<file path="config.mk">
export PLATFORM = sky130hd
export DESIGN_NAME = sgmii_link_ctrl_flat
export DESIGN_NICKNAME = d
export VERILOG_FILES = /design/src/rtl/sgmii_link_ctrl_if.sv /design/src/rtl/sgmii_link_ctrl.sv /design/src/flat_wrapper.sv
export SDC_FILE = /design/constraint.sdc
export NUM_CORES = 1
export LEC_CHECK = 0
export ABC_CLOCK_PERIOD_IN_PS = 3800
export CAP_MARGIN = 5
export CELL_PAD_IN_SITES_DETAIL_PLACEMENT = 0
export CELL_PAD_IN_SITES_GLOBAL_PLACEMENT = 1
export CORE_AREA = 4 4 85 87
export DETAILED_ROUTE_END_ITERATION = 7
export DIE_AREA = 0 0 89 91
export GPL_ROUTABILITY_DRIVEN = 0
export HOLD_SLACK_MARGIN = 0.06
export PLACE_DENSITY_LB_ADDON = 0.1
export SYNTH_ARGS = -nofsm -noshare
export SYNTH_HDL_FRONTEND = slang
export SYNTH_SLANG_ARGS = --single-unit
</file>
<file path="constraint.sdc">
create_clock -name independent_clock_bufg -period 3.8 [get_ports independent_clock_bufg]
set_input_delay 0.95 -clock independent_clock_bufg [delete_from_list [all_inputs] [get_ports independent_clock_bufg]]
set_output_delay 0.95 -clock independent_clock_bufg [all_outputs]
set_load 0.01 [all_outputs]
</file>
<file path="src/rtl/sgmii_link_ctrl_if.sv">
// Signal bundle between the SGMII link sequencer and the PCS/PMA core / MAC side.
interface sgmii_link_ctrl_if;
  logic        link_restart;
  logic        resetdone;
  logic        mmcm_locked_out;
  logic [15:0] status_vector;
  logic        pcs_reset;
  logic        an_restart_config;
  logic        link_up;
  logic        mac_tx_enable;
  logic [1:0]  link_speed;
  logic        fail;
  logic [2:0]  retry_cnt;
  logic [2:0]  state;

  // Sequencer side: observes the core, drives reset/AN and link status.
  modport master (
    input  link_restart,
    input  resetdone,
    input  mmcm_locked_out,
    input  status_vector,
    output pcs_reset,
    output an_restart_config,
    output link_up,
    output mac_tx_enable,
    output link_speed,
    output fail,
    output retry_cnt,
    output state
  );

  // Environment side: core status and software control.
  modport slave (
    output link_restart,
    output resetdone,
    output mmcm_locked_out,
    output status_vector,
    input  pcs_reset,
    input  an_restart_config,
    input  link_up,
    input  mac_tx_enable,
    input  link_speed,
    input  fail,
    input  retry_cnt,
    input  state
  );
endinterface

</file>
<file path="src/rtl/sgmii_link_ctrl.sv">
// SGMII bring-up/supervision sequencer: core reset, AN restart, debounced
// link detection, timeout retries and MAC transmit gating. Runs on the
// free-running clock so it keeps supervising while GT clocks are absent.
module sgmii_link_ctrl #(
  parameter int unsigned RST_HOLD_CYCLES      = 200,
  parameter int unsigned LOCK_TIMEOUT_CYCLES  = 2000000,
  parameter int unsigned AN_TIMEOUT_CYCLES    = 20000000,
  parameter int unsigned LINK_DEBOUNCE_CYCLES = 1000,
  parameter int unsigned AN_PULSE_CYCLES      = 4,
  parameter int unsigned MAX_RETRY            = 7
) (
  input  logic              independent_clock_bufg,
  input  logic              sys_rst,
  sgmii_link_ctrl_if.master bus
);

  localparam int unsigned MAX_TO  = (LOCK_TIMEOUT_CYCLES > AN_TIMEOUT_CYCLES) ?
                                    LOCK_TIMEOUT_CYCLES : AN_TIMEOUT_CYCLES;
  localparam int unsigned MAX_RA  = (RST_HOLD_CYCLES > AN_PULSE_CYCLES) ?
                                    RST_HOLD_CYCLES : AN_PULSE_CYCLES;
  localparam int unsigned CNT_MAX = (MAX_TO > MAX_RA) ? MAX_TO : MAX_RA;
  localparam int unsigned CNT_W   = $clog2(CNT_MAX + 1);
  localparam int unsigned DEB_W   = $clog2(LINK_DEBOUNCE_CYCLES + 1);
  localparam int unsigned RETRY_W = 3;
  localparam int unsigned SYNC_W  = 6;

  localparam logic [CNT_W-1:0]   RST_LAST  = CNT_W'(RST_HOLD_CYCLES - 1);
  localparam logic [CNT_W-1:0]   LOCK_LAST = CNT_W'(LOCK_TIMEOUT_CYCLES - 1);
  localparam logic [CNT_W-1:0]   AN_LAST   = CNT_W'(AN_TIMEOUT_CYCLES - 1);
  localparam logic [CNT_W-1:0]   CNT_SAT   = CNT_W'(CNT_MAX);
  localparam logic [CNT_W-1:0]   AN_PULSE  = CNT_W'(AN_PULSE_CYCLES);
  localparam logic [DEB_W-1:0]   DEB_LAST  = DEB_W'(LINK_DEBOUNCE_CYCLES - 1);
  localparam logic [RETRY_W-1:0] RETRY_MAX = RETRY_W'(MAX_RETRY);

  typedef enum logic [2:0] {
    RESET_HOLD = 3'd0,
    WAIT_LOCK  = 3'd1,
    WAIT_AN    = 3'd2,
    LINK_UP    = 3'd3,
    RETRY      = 3'd4,
    FAILED     = 3'd5
  } state_e;

  logic clk;
  assign clk = independent_clock_bufg;

  // Only the link, sync and speed bits of the status vector are consumed.
  logic unused_status;
  assign unused_status = ^{bus.status_vector[15:12], bus.status_vector[9:2]};

  // ---------------------------------------------------------------------------
  // Input synchronisers: {speed[1:0], link_sync, link_status, locked, resetdone}
  // ---------------------------------------------------------------------------
  logic [SYNC_W-1:0] sync_in;
  logic [SYNC_W-1:0] meta_q;
  logic [SYNC_W-1:0] sync_q;

  assign sync_in = {bus.status_vector[11:10], bus.status_vector[1],
                    bus.status_vector[0], bus.mmcm_locked_out, bus.resetdone};

  // Two-flop synchroniser chain for all asynchronous core status inputs.
  always_ff @(posedge clk) begin
    if (sys_rst) begin
      meta_q <= '0;
      sync_q <= '0;
    end else begin
      meta_q <= sync_in;
      sync_q <= meta_q;
    end
  end

  logic       rd_s;
  logic       lock_s;
  logic       lstat_s;
  logic       lsync_s;
  logic [1:0] speed_s;
  logic       link_ok;

  assign rd_s    = sync_q[0];
  assign lock_s  = sync_q[1];
  assign lstat_s = sync_q[2];
  assign lsync_s = sync_q[3];
  assign speed_s = sync_q[5:4];
  assign link_ok = lstat_s & lsync_s & lock_s & rd_s;

  // ---------------------------------------------------------------------------
  // State, counters and registered outputs
  // ---------------------------------------------------------------------------
  state_e             state_q, state_d;
  logic [CNT_W-1:0]   cnt_q, cnt_d;
  logic [DEB_W-1:0]   deb_q, deb_d;
  logic [RETRY_W-1:0] retry_q, retry_d;
  logic [1:0]         speed_q, speed_d;
  logic               pcs_reset_q, pcs_reset_d;
  logic               an_q, an_d;
  logic               link_up_q, link_up_d;
  logic               mac_en_q, mac_en_d;
  logic               fail_q, fail_d;

  // State register and output flops; sys_rst dominates everything.
  always_ff @(posedge clk) begin
    if (sys_rst) begin
      state_q     <= RESET_HOLD;
      cnt_q       <= '0;
      deb_q       <= '0;
      retry_q     <= '0;
      speed_q     <= '0;
      pcs_reset_q <= 1'b1;
      an_q        <= 1'b0;
      link_up_q   <= 1'b0;
      mac_en_q    <= 1'b0;
      fail_q      <= 1'b0;
    end else begin
      state_q     <= state_d;
      cnt_q       <= cnt_d;
      deb_q       <= deb_d;
      retry_q     <= retry_d;
      speed_q     <= speed_d;
      pcs_reset_q <= pcs_reset_d;
      an_q        <= an_d;
      link_up_q   <= link_up_d;
      mac_en_q    <= mac_en_d;
      fail_q      <= fail_d;
    end
  end

  logic             deb_done;
  logic             enter;
  logic [CNT_W-1:0] cnt_inc;

  // Next-state, counters and next-output values.
  always_comb begin
    state_d     = state_q;
    retry_d     = retry_q;
    speed_d     = speed_q;
    deb_d       = '0;
    deb_done    = 1'b0;
    enter       = 1'b0;
    cnt_inc     = (cnt_q == CNT_SAT) ? cnt_q : cnt_q + CNT_W'(1);
    cnt_d       = cnt_inc;
    pcs_reset_d = 1'b0;
    an_d        = 1'b0;
    link_up_d   = 1'b0;
    mac_en_d    = 1'b0;
    fail_d      = 1'b0;

    case (state_q)
      RESET_HOLD: begin
        if (cnt_q == RST_LAST) state_d = WAIT_LOCK;
      end
      WAIT_LOCK: begin
        if (rd_s && lock_s)          state_d = WAIT_AN;
        else if (cnt_q == LOCK_LAST) state_d = RETRY;
      end
      WAIT_AN: begin
        // Debounce completion takes precedence over the AN timeout.
        deb_d    = link_ok ? deb_q + DEB_W'(1) : '0;
        deb_done = link_ok && (deb_q == DEB_LAST);
        if (deb_done) begin
          speed_d = speed_s;
          state_d = (speed_s == 2'b10) ? LINK_UP : RETRY;
        end else if (cnt_q == AN_LAST) begin
          state_d = RETRY;
        end
      end
      LINK_UP: begin
        // Link loss restarts bring-up without consuming a retry.
        if (!link_ok) begin
          state_d = RESET_HOLD;
          retry_d = '0;
        end
      end
      RETRY: begin
        if (retry_q == RETRY_MAX) begin
          state_d = FAILED;
        end else begin
          retry_d = retry_q + RETRY_W'(1);
          state_d = RESET_HOLD;
        end
      end
      FAILED: begin
        state_d = FAILED;
      end
      default: begin
        state_d = RESET_HOLD;
      end
    endcase

    if (bus.link_restart) begin
      state_d = RESET_HOLD;
      retry_d = '0;
    end

    // Every state entry (or software restart) clears the shared counters.
    enter = bus.link_restart || (state_d != state_q);
    if (enter) begin
      cnt_d = '0;
      deb_d = '0;
    end

    pcs_reset_d = (state_d == RESET_HOLD) || (state_d == RETRY) || (state_d == FAILED);
    an_d        = (state_d == WAIT_AN) && (cnt_d < AN_PULSE);
    link_up_d   = (state_d == LINK_UP);
    mac_en_d    = (state_d == LINK_UP);
    fail_d      = (state_d == FAILED);
  end

  assign bus.pcs_reset         = pcs_reset_q;
  assign bus.an_restart_config = an_q;
  assign bus.link_up           = link_up_q;
  assign bus.mac_tx_enable     = mac_en_q;
  assign bus.link_speed        = speed_q;
  assign bus.fail              = fail_q;
  assign bus.retry_cnt         = retry_q;
  assign bus.state             = state_q;

endmodule

</file>
<file path="src/flat_wrapper.sv">
// flat-port wrapper written by rule: the top's interface ports become plain ports
module sgmii_link_ctrl_flat 
#(
  parameter int unsigned RST_HOLD_CYCLES      = 200,
  parameter int unsigned LOCK_TIMEOUT_CYCLES  = 2000000,
  parameter int unsigned AN_TIMEOUT_CYCLES    = 20000000,
  parameter int unsigned LINK_DEBOUNCE_CYCLES = 1000,
  parameter int unsigned AN_PULSE_CYCLES      = 4,
  parameter int unsigned MAX_RETRY            = 7
)
  (independent_clock_bufg, sys_rst, bus_link_restart, bus_resetdone, bus_mmcm_locked_out, bus_status_vector, bus_pcs_reset, bus_an_restart_config, bus_link_up, bus_mac_tx_enable, bus_link_speed, bus_fail, bus_retry_cnt, bus_state);
  sgmii_link_ctrl_if bus_i ();
  input  logic independent_clock_bufg;
  input  logic sys_rst;
  input wire logic [$bits(bus_i.link_restart)-1:0] bus_link_restart;
  input wire logic [$bits(bus_i.resetdone)-1:0] bus_resetdone;
  input wire logic [$bits(bus_i.mmcm_locked_out)-1:0] bus_mmcm_locked_out;
  input wire logic [$bits(bus_i.status_vector)-1:0] bus_status_vector;
  output wire logic [$bits(bus_i.pcs_reset)-1:0] bus_pcs_reset;
  output wire logic [$bits(bus_i.an_restart_config)-1:0] bus_an_restart_config;
  output wire logic [$bits(bus_i.link_up)-1:0] bus_link_up;
  output wire logic [$bits(bus_i.mac_tx_enable)-1:0] bus_mac_tx_enable;
  output wire logic [$bits(bus_i.link_speed)-1:0] bus_link_speed;
  output wire logic [$bits(bus_i.fail)-1:0] bus_fail;
  output wire logic [$bits(bus_i.retry_cnt)-1:0] bus_retry_cnt;
  output wire logic [$bits(bus_i.state)-1:0] bus_state;
  assign bus_i.link_restart = bus_link_restart;
  assign bus_i.resetdone = bus_resetdone;
  assign bus_i.mmcm_locked_out = bus_mmcm_locked_out;
  assign bus_i.status_vector = bus_status_vector;
  assign bus_pcs_reset = bus_i.pcs_reset;
  assign bus_an_restart_config = bus_i.an_restart_config;
  assign bus_link_up = bus_i.link_up;
  assign bus_mac_tx_enable = bus_i.mac_tx_enable;
  assign bus_link_speed = bus_i.link_speed;
  assign bus_fail = bus_i.fail;
  assign bus_retry_cnt = bus_i.retry_cnt;
  assign bus_state = bus_i.state;
  sgmii_link_ctrl #(.RST_HOLD_CYCLES(RST_HOLD_CYCLES), .LOCK_TIMEOUT_CYCLES(LOCK_TIMEOUT_CYCLES), .AN_TIMEOUT_CYCLES(AN_TIMEOUT_CYCLES), .LINK_DEBOUNCE_CYCLES(LINK_DEBOUNCE_CYCLES), .AN_PULSE_CYCLES(AN_PULSE_CYCLES), .MAX_RETRY(MAX_RETRY)) u_core (.independent_clock_bufg(independent_clock_bufg), .sys_rst(sys_rst), .bus(bus_i));
endmodule
</file>
---- Word level (Yosys, flattened, before mapping) ----
Index checks and enable logic that the tools add are counted.
operators by class
  $add $sub $neg .......................... 3
  magnitude comparators ................... 1
  equality and inequality tests ........... 19
  multiplexer cells ....................... 15
  bitwise logic cells ..................... 5
  reductions and logical operators ........ 13
operator list
  operator               number
  $eq 25x25->1 const B   2
  $mux 25                2
  $mux 3                 11
  $add 25x1->25 const B  1
  $eq 25x21->1 const B   1
  $eq 25x8->1 const B    1
  $lt 25x3->1 const B    1
  $pmux 3 s6             1
  $eq 3x3->1 const B     5
  $eq 3x2->1 const B     4
  $add 10x1->10 const B  1
  $eq 10x10->1 const B   1
  $logic_not 3->1        2
  $pmux 3 s2             1
  $ne 2x2->1 const B     2
  $reduce_or 4->1        1
  $add 3x1->3 const B    1
  $and 1x1->1            3
  $eq 3x1->1 const B     1
  $logic_and 1x1->1      3
  $logic_or 1x1->1       3
  $ne 3x3->1             1
  $reduce_and 3->1       1
  $eq 2x2->1 const B     1
  4 further kinds        5
word-level totals
  register bits ........................... 59
  bits of input ports ..................... 21

---- Logic depth before layout (Yosys ltp) ----
  depth after elaboration ................. 12
  depth in mapped cells ................... 11
  gate-level depth less buffers ........... 9

---- Worst setup path before layout ----
Ideal clock, no wire load.
  path kind ............................... reg2reg
  start ................................... register u_core.cnt_q[15]
  end ..................................... register u_core.deb_q[2]
  library setup time ...................... 0.130 ns
  arrival time ............................ 2.460 ns
  setup slack ............................. 1.210 ns
  stages on the path, launching flop included .. 11
  buffers on the path ..................... 3
  period minus slack after synthesis ...... 2.590 ns
  cells stage by stage .................... dfxtp_1 -> buf_6 -> or4_4 -> or4b_1 -> or4_1 -> o221ai_2 -> nor4_1 -> nand2b_1 -> buf_6 -> buf_6 -> nor3_1
on the way
  cells in the longest elaborated chain, start to end .. 8
RTL lines
  what                                                 RTL line                                        text
  start: declaration                                   sgmii_link_ctrl.sv:90                           logic [CNT_W-1:0] cnt_q, cnt_d;
  start signal: assignment                             sgmii_link_ctrl.sv:115                          cnt_q <= cnt_d;
  $eq 25x25->1 / $eq 25x21->1 (equally long branches)  sgmii_link_ctrl.sv:162, sgmii_link_ctrl.sv:153
  $mux 3 (on tied branches)                            sgmii_link_ctrl.sv:162, sgmii_link_ctrl.sv:153
  $mux 3 (on tied branches)                            sgmii_link_ctrl.sv:159, sgmii_link_ctrl.sv:152
  $pmux 3 s6 (*)                                       sgmii_link_ctrl.sv:147                          case (state_q)
  $mux 3 (*)                                           sgmii_link_ctrl.sv:189                          if (bus.link_restart) begin
  $ne 3x3->1 (*)                                       sgmii_link_ctrl.sv:195                          enter = bus.link_restart || (state_d != state_q);
  $logic_or 1x1->1 (*)                                 sgmii_link_ctrl.sv:195
  $reduce_or 4->1 (no line) (*)                        -
  end signal: assignment                               sgmii_link_ctrl.sv:105                          deb_q <= '0;
  end signal: assignment                               sgmii_link_ctrl.sv:116                          deb_q <= deb_d;
  end: declaration                                     sgmii_link_ctrl.sv:91                           logic [DEB_W-1:0] deb_q, deb_d;
Mark *: on every way between the ends. The rest lies on a longest branch, timed or not.
A chain may end at the register's enable or synchronous reset.

---- Worst setup path in the final report ----
  start ................................... register u_core.cnt_q[15]
  end ..................................... register u_core.deb_q[3]
Same word-level chain as after synthesis.

==> flow_metrics.tcl <==
set metrics [dict create \
    cts_tree "done" \
    cts-root-buf "clkbuf_8" \
    ff2ff_setup_slack_ns 0.90 \
    grt_usage_pct 16.13 \
    critPathLaunchType "flop" \
    diodes 0 \
    syn2layout_area_growth_pct 14.53 \
    grt_max_degree 36 \
    port_buffers 21 \
    setup_violations 0 \
    worst_slew_pin_slew_ns 0.6515 \
    postSynthCellCount 343 \
    synth_ff_type "dfxtp_1" \
    final_common_cell "dfxtp_1" \
    first_global_vias 2138 \
    layout_common_cells "dfxtp_1, nor2_1, nand3_1" \
    dr.pass1.iters 4 \
    coreArea_sq_um 6350 \
    overflow 0 \
    cts.clk_slew.worst_paths_ns 0.07 \
    wire_per_inst_microns 14.02 \
    hold_viol 0 \
    cts_hold_buf 0 \
    synth-edff-count 0 \
    num_rows 29 \
    vias 2318 \
    max-slew-margin-rel_pct 56.43 \
    hold_slack_ns 0.4388 \
    ys_seq_area_share_pct 41.08 \
    numCtsBuffers 9 \
    finish.instance_area_sq_um 3293 \
    worstPathArrival_ns 3.11 \
    p_leak_nw 1.097 \
    antenna_found_initial 0 \
    place_area_sq_um 3078 \
    drc 0 \
    clock_sink_count 59 \
    drv_cap 0 \
    avgViaCountPerCell 5.292 \
    ys_seq_elements 59 \
    cp_cell_sequence "or4_4 > or4b_1 > or4_1 > o221ai_2 > nor4_1 > nand2b_1 > buf_4 > nor3_1" \
    layout_setup_ws_ns 0.9024 \
    die_y_microns 91 \
    dp_worst_setup_slack_ns 0.8994 \
    num_io_pins 34 \
    cp-end-kind "flop" \
    skew_ns 0.006866 \
    yosysUniqueCellTypes 41 \
    r2r_cells 8 \
    cts_setup_buffers 0 \
    critPathKind "reg2reg" \
    max_stage_delay_ns 0.59 \
    cp_slowest_cell "or4_4" \
    peakVddDrop_v 0.0002914 \
    cts_resized 0 \
    post-dp-hpwl_microns 4374 \
    ant_nets 0 \
    htree_levels 3 \
    drt_wl_total_microns 6140 \
    fmax_mhz 345.1 \
    die_w_microns 89 \
    syn_area_sq_um 2875 \
    final_cells 438 \
    start_util_pct 45.28 \
    insertion_delay_ns 0.34 \
    outcome "finished, final reports clean" \
    rsz0062_at_grt "no" \
    powerDensity_nw_per_um2 392.0 \
    dp.cells 423 \
    required_ns 4.01 \
    min_period_ns 2.898 \
    syn_nets 369 \
    synthArstFlopShare_pct 0 \
    clk_path_buf_depth 2 \
    post-route-period-util_pct 76.25 \
    setup_tns_ns 0 \
    fill_cells 624 \
    nets 383 \
    hold_class "reg2reg" \
    report.final.slew_viol_count 0 \
    grt_pass1_wl_microns 10250 \
    whs_path_depth 1 \
    yosysWarnings 0 \
    drive_above_1_share_pct 5.540 \
    synth.avg_cell_area_sq_um 8.383 \
    drt_first_iter_violations 98 \
    dieArea_sq_um 8099 \
    critPathMaxFanout 35 \
]
-- report_power, final --
part	switching (mW)	leakage [nW]	internal, mW
Sequential	0.00279	0.478	0.625
Clock	0.252	0.108	0.381
Combinational	0.0153	0.511	0.0143
-- worst max-delay path, delay by kind of cell, from the launching register on --
family                 cells  cell delay [ns]
and+or+nand+nor            6             1.82
buffers and inverters      1             0.34
DFF                        1             0.40
AOI/OAI and AO/OA          1             0.18
-- layer usage --
metal / global-route usage [%] / vias up / share of wire [%]
met5: 0 / - / 0
met4: 4.591 / 0 / 0.94
met3: 5.430 / 7 / 5.0
met2: 23.70 / 40 / 44
met1: 22.47 / 1059 / 50
li1: - / 1212 / -
-- cell type report --
cell class | count | area, sq um | area share [%]
flip-flops and latches | 59 | 1181 | 35.87
multi-input cells | 257 | 1549 | 47.04
well taps | 77 | 96.34 | 2.926
clock inverters | 5 | 77.57 | 2.356
repair buffers | 23 | 225.2 | 6.839
inverters | 7 | 26.28 | 0.7979
clock buffers | 10 | 137.6 | 4.179
-- per-stage QoR --
stage	utilization [%]	total power [mW]
after floorplan	-	0.6622
after global placement	48.47	0.6718
after detailed placement	48.47	0.6722
after CTS	51.86	1.311
after global routing	51.86	1.346
final	51.86	1.291
-- cell usage after synthesis (3+ instances only) --
| library cell | n | area [sq um] |
|---|---|---|
| or3_1 | 4 | 25.02 |
| ha_1 | 5 | 62.56 |
| nor4_1 | 6 | 37.54 |
| buf_6 | 5 | 56.30 |
| xnor2_1 | 19 | 166.4 |
| inv_1 | 7 | 26.28 |
| xor2_1 | 15 | 131.4 |
| dfxtp_1 | 59 | 1181 |
| and3_1 | 5 | 31.28 |
| nand3b_1 | 3 | 22.52 |
| and2_1 | 4 | 25.02 |
| clkbuf_1 | 10 | 37.54 |
| nand2_1 | 20 | 75.07 |
| nand4_1 | 9 | 56.30 |
| or4_1 | 4 | 30.03 |
| nand3_1 | 28 | 140.1 |
| a31oi_1 | 4 | 25.02 |
| a21oi_1 | 9 | 45.04 |
| nor3_1 | 27 | 135.1 |
| nand2b_1 | 7 | 43.79 |
| o21ai_0 | 3 | 15.01 |
| mux2i_1 | 6 | 60.06 |
| and4_1 | 3 | 26.28 |
| nor2_1 | 47 | 176.4 |
| nor2b_1 | 14 | 87.58 |
-- flip-flops by register name, indices dropped and copies added, names as in the netlist --
register and count:
u_core.cnt_q 25, u_core.bus.link_up 1, u_core.bus.fail 1, u_core.deb_q 10, u_core.bus.retry_cnt 3, u_core.bus.link_speed 2, u_core.sync_q 6, u_core.meta_q 6
u_core.bus.pcs_reset 1, u_core.bus.state 3, u_core.bus.an_restart_config 1
-- path summary, 6_finish.rpt --
kind,start,end
worst min register to register,u_core.meta_q[0],u_core.sync_q[0]
worst min-delay path,u_core.meta_q[0],u_core.sync_q[0]
worst max register to register,u_core.cnt_q[15],u_core.deb_q[3]
worst max-delay path,u_core.cnt_q[15],u_core.deb_q[3]
-- cells by family after synthesis --
family | Yosys count | synth area share [%]
compound gates | 25 | 5.700
flops | 59 | 41.08
xor+xnor | 34 | 10.36
fa+ha+maj | 5 | 2.176
simple gates | 187 | 33.55
mux | 6 | 2.089
buf+inv | 27 | 5.048
No activity file was read; power rests on OpenSTA's default activity.
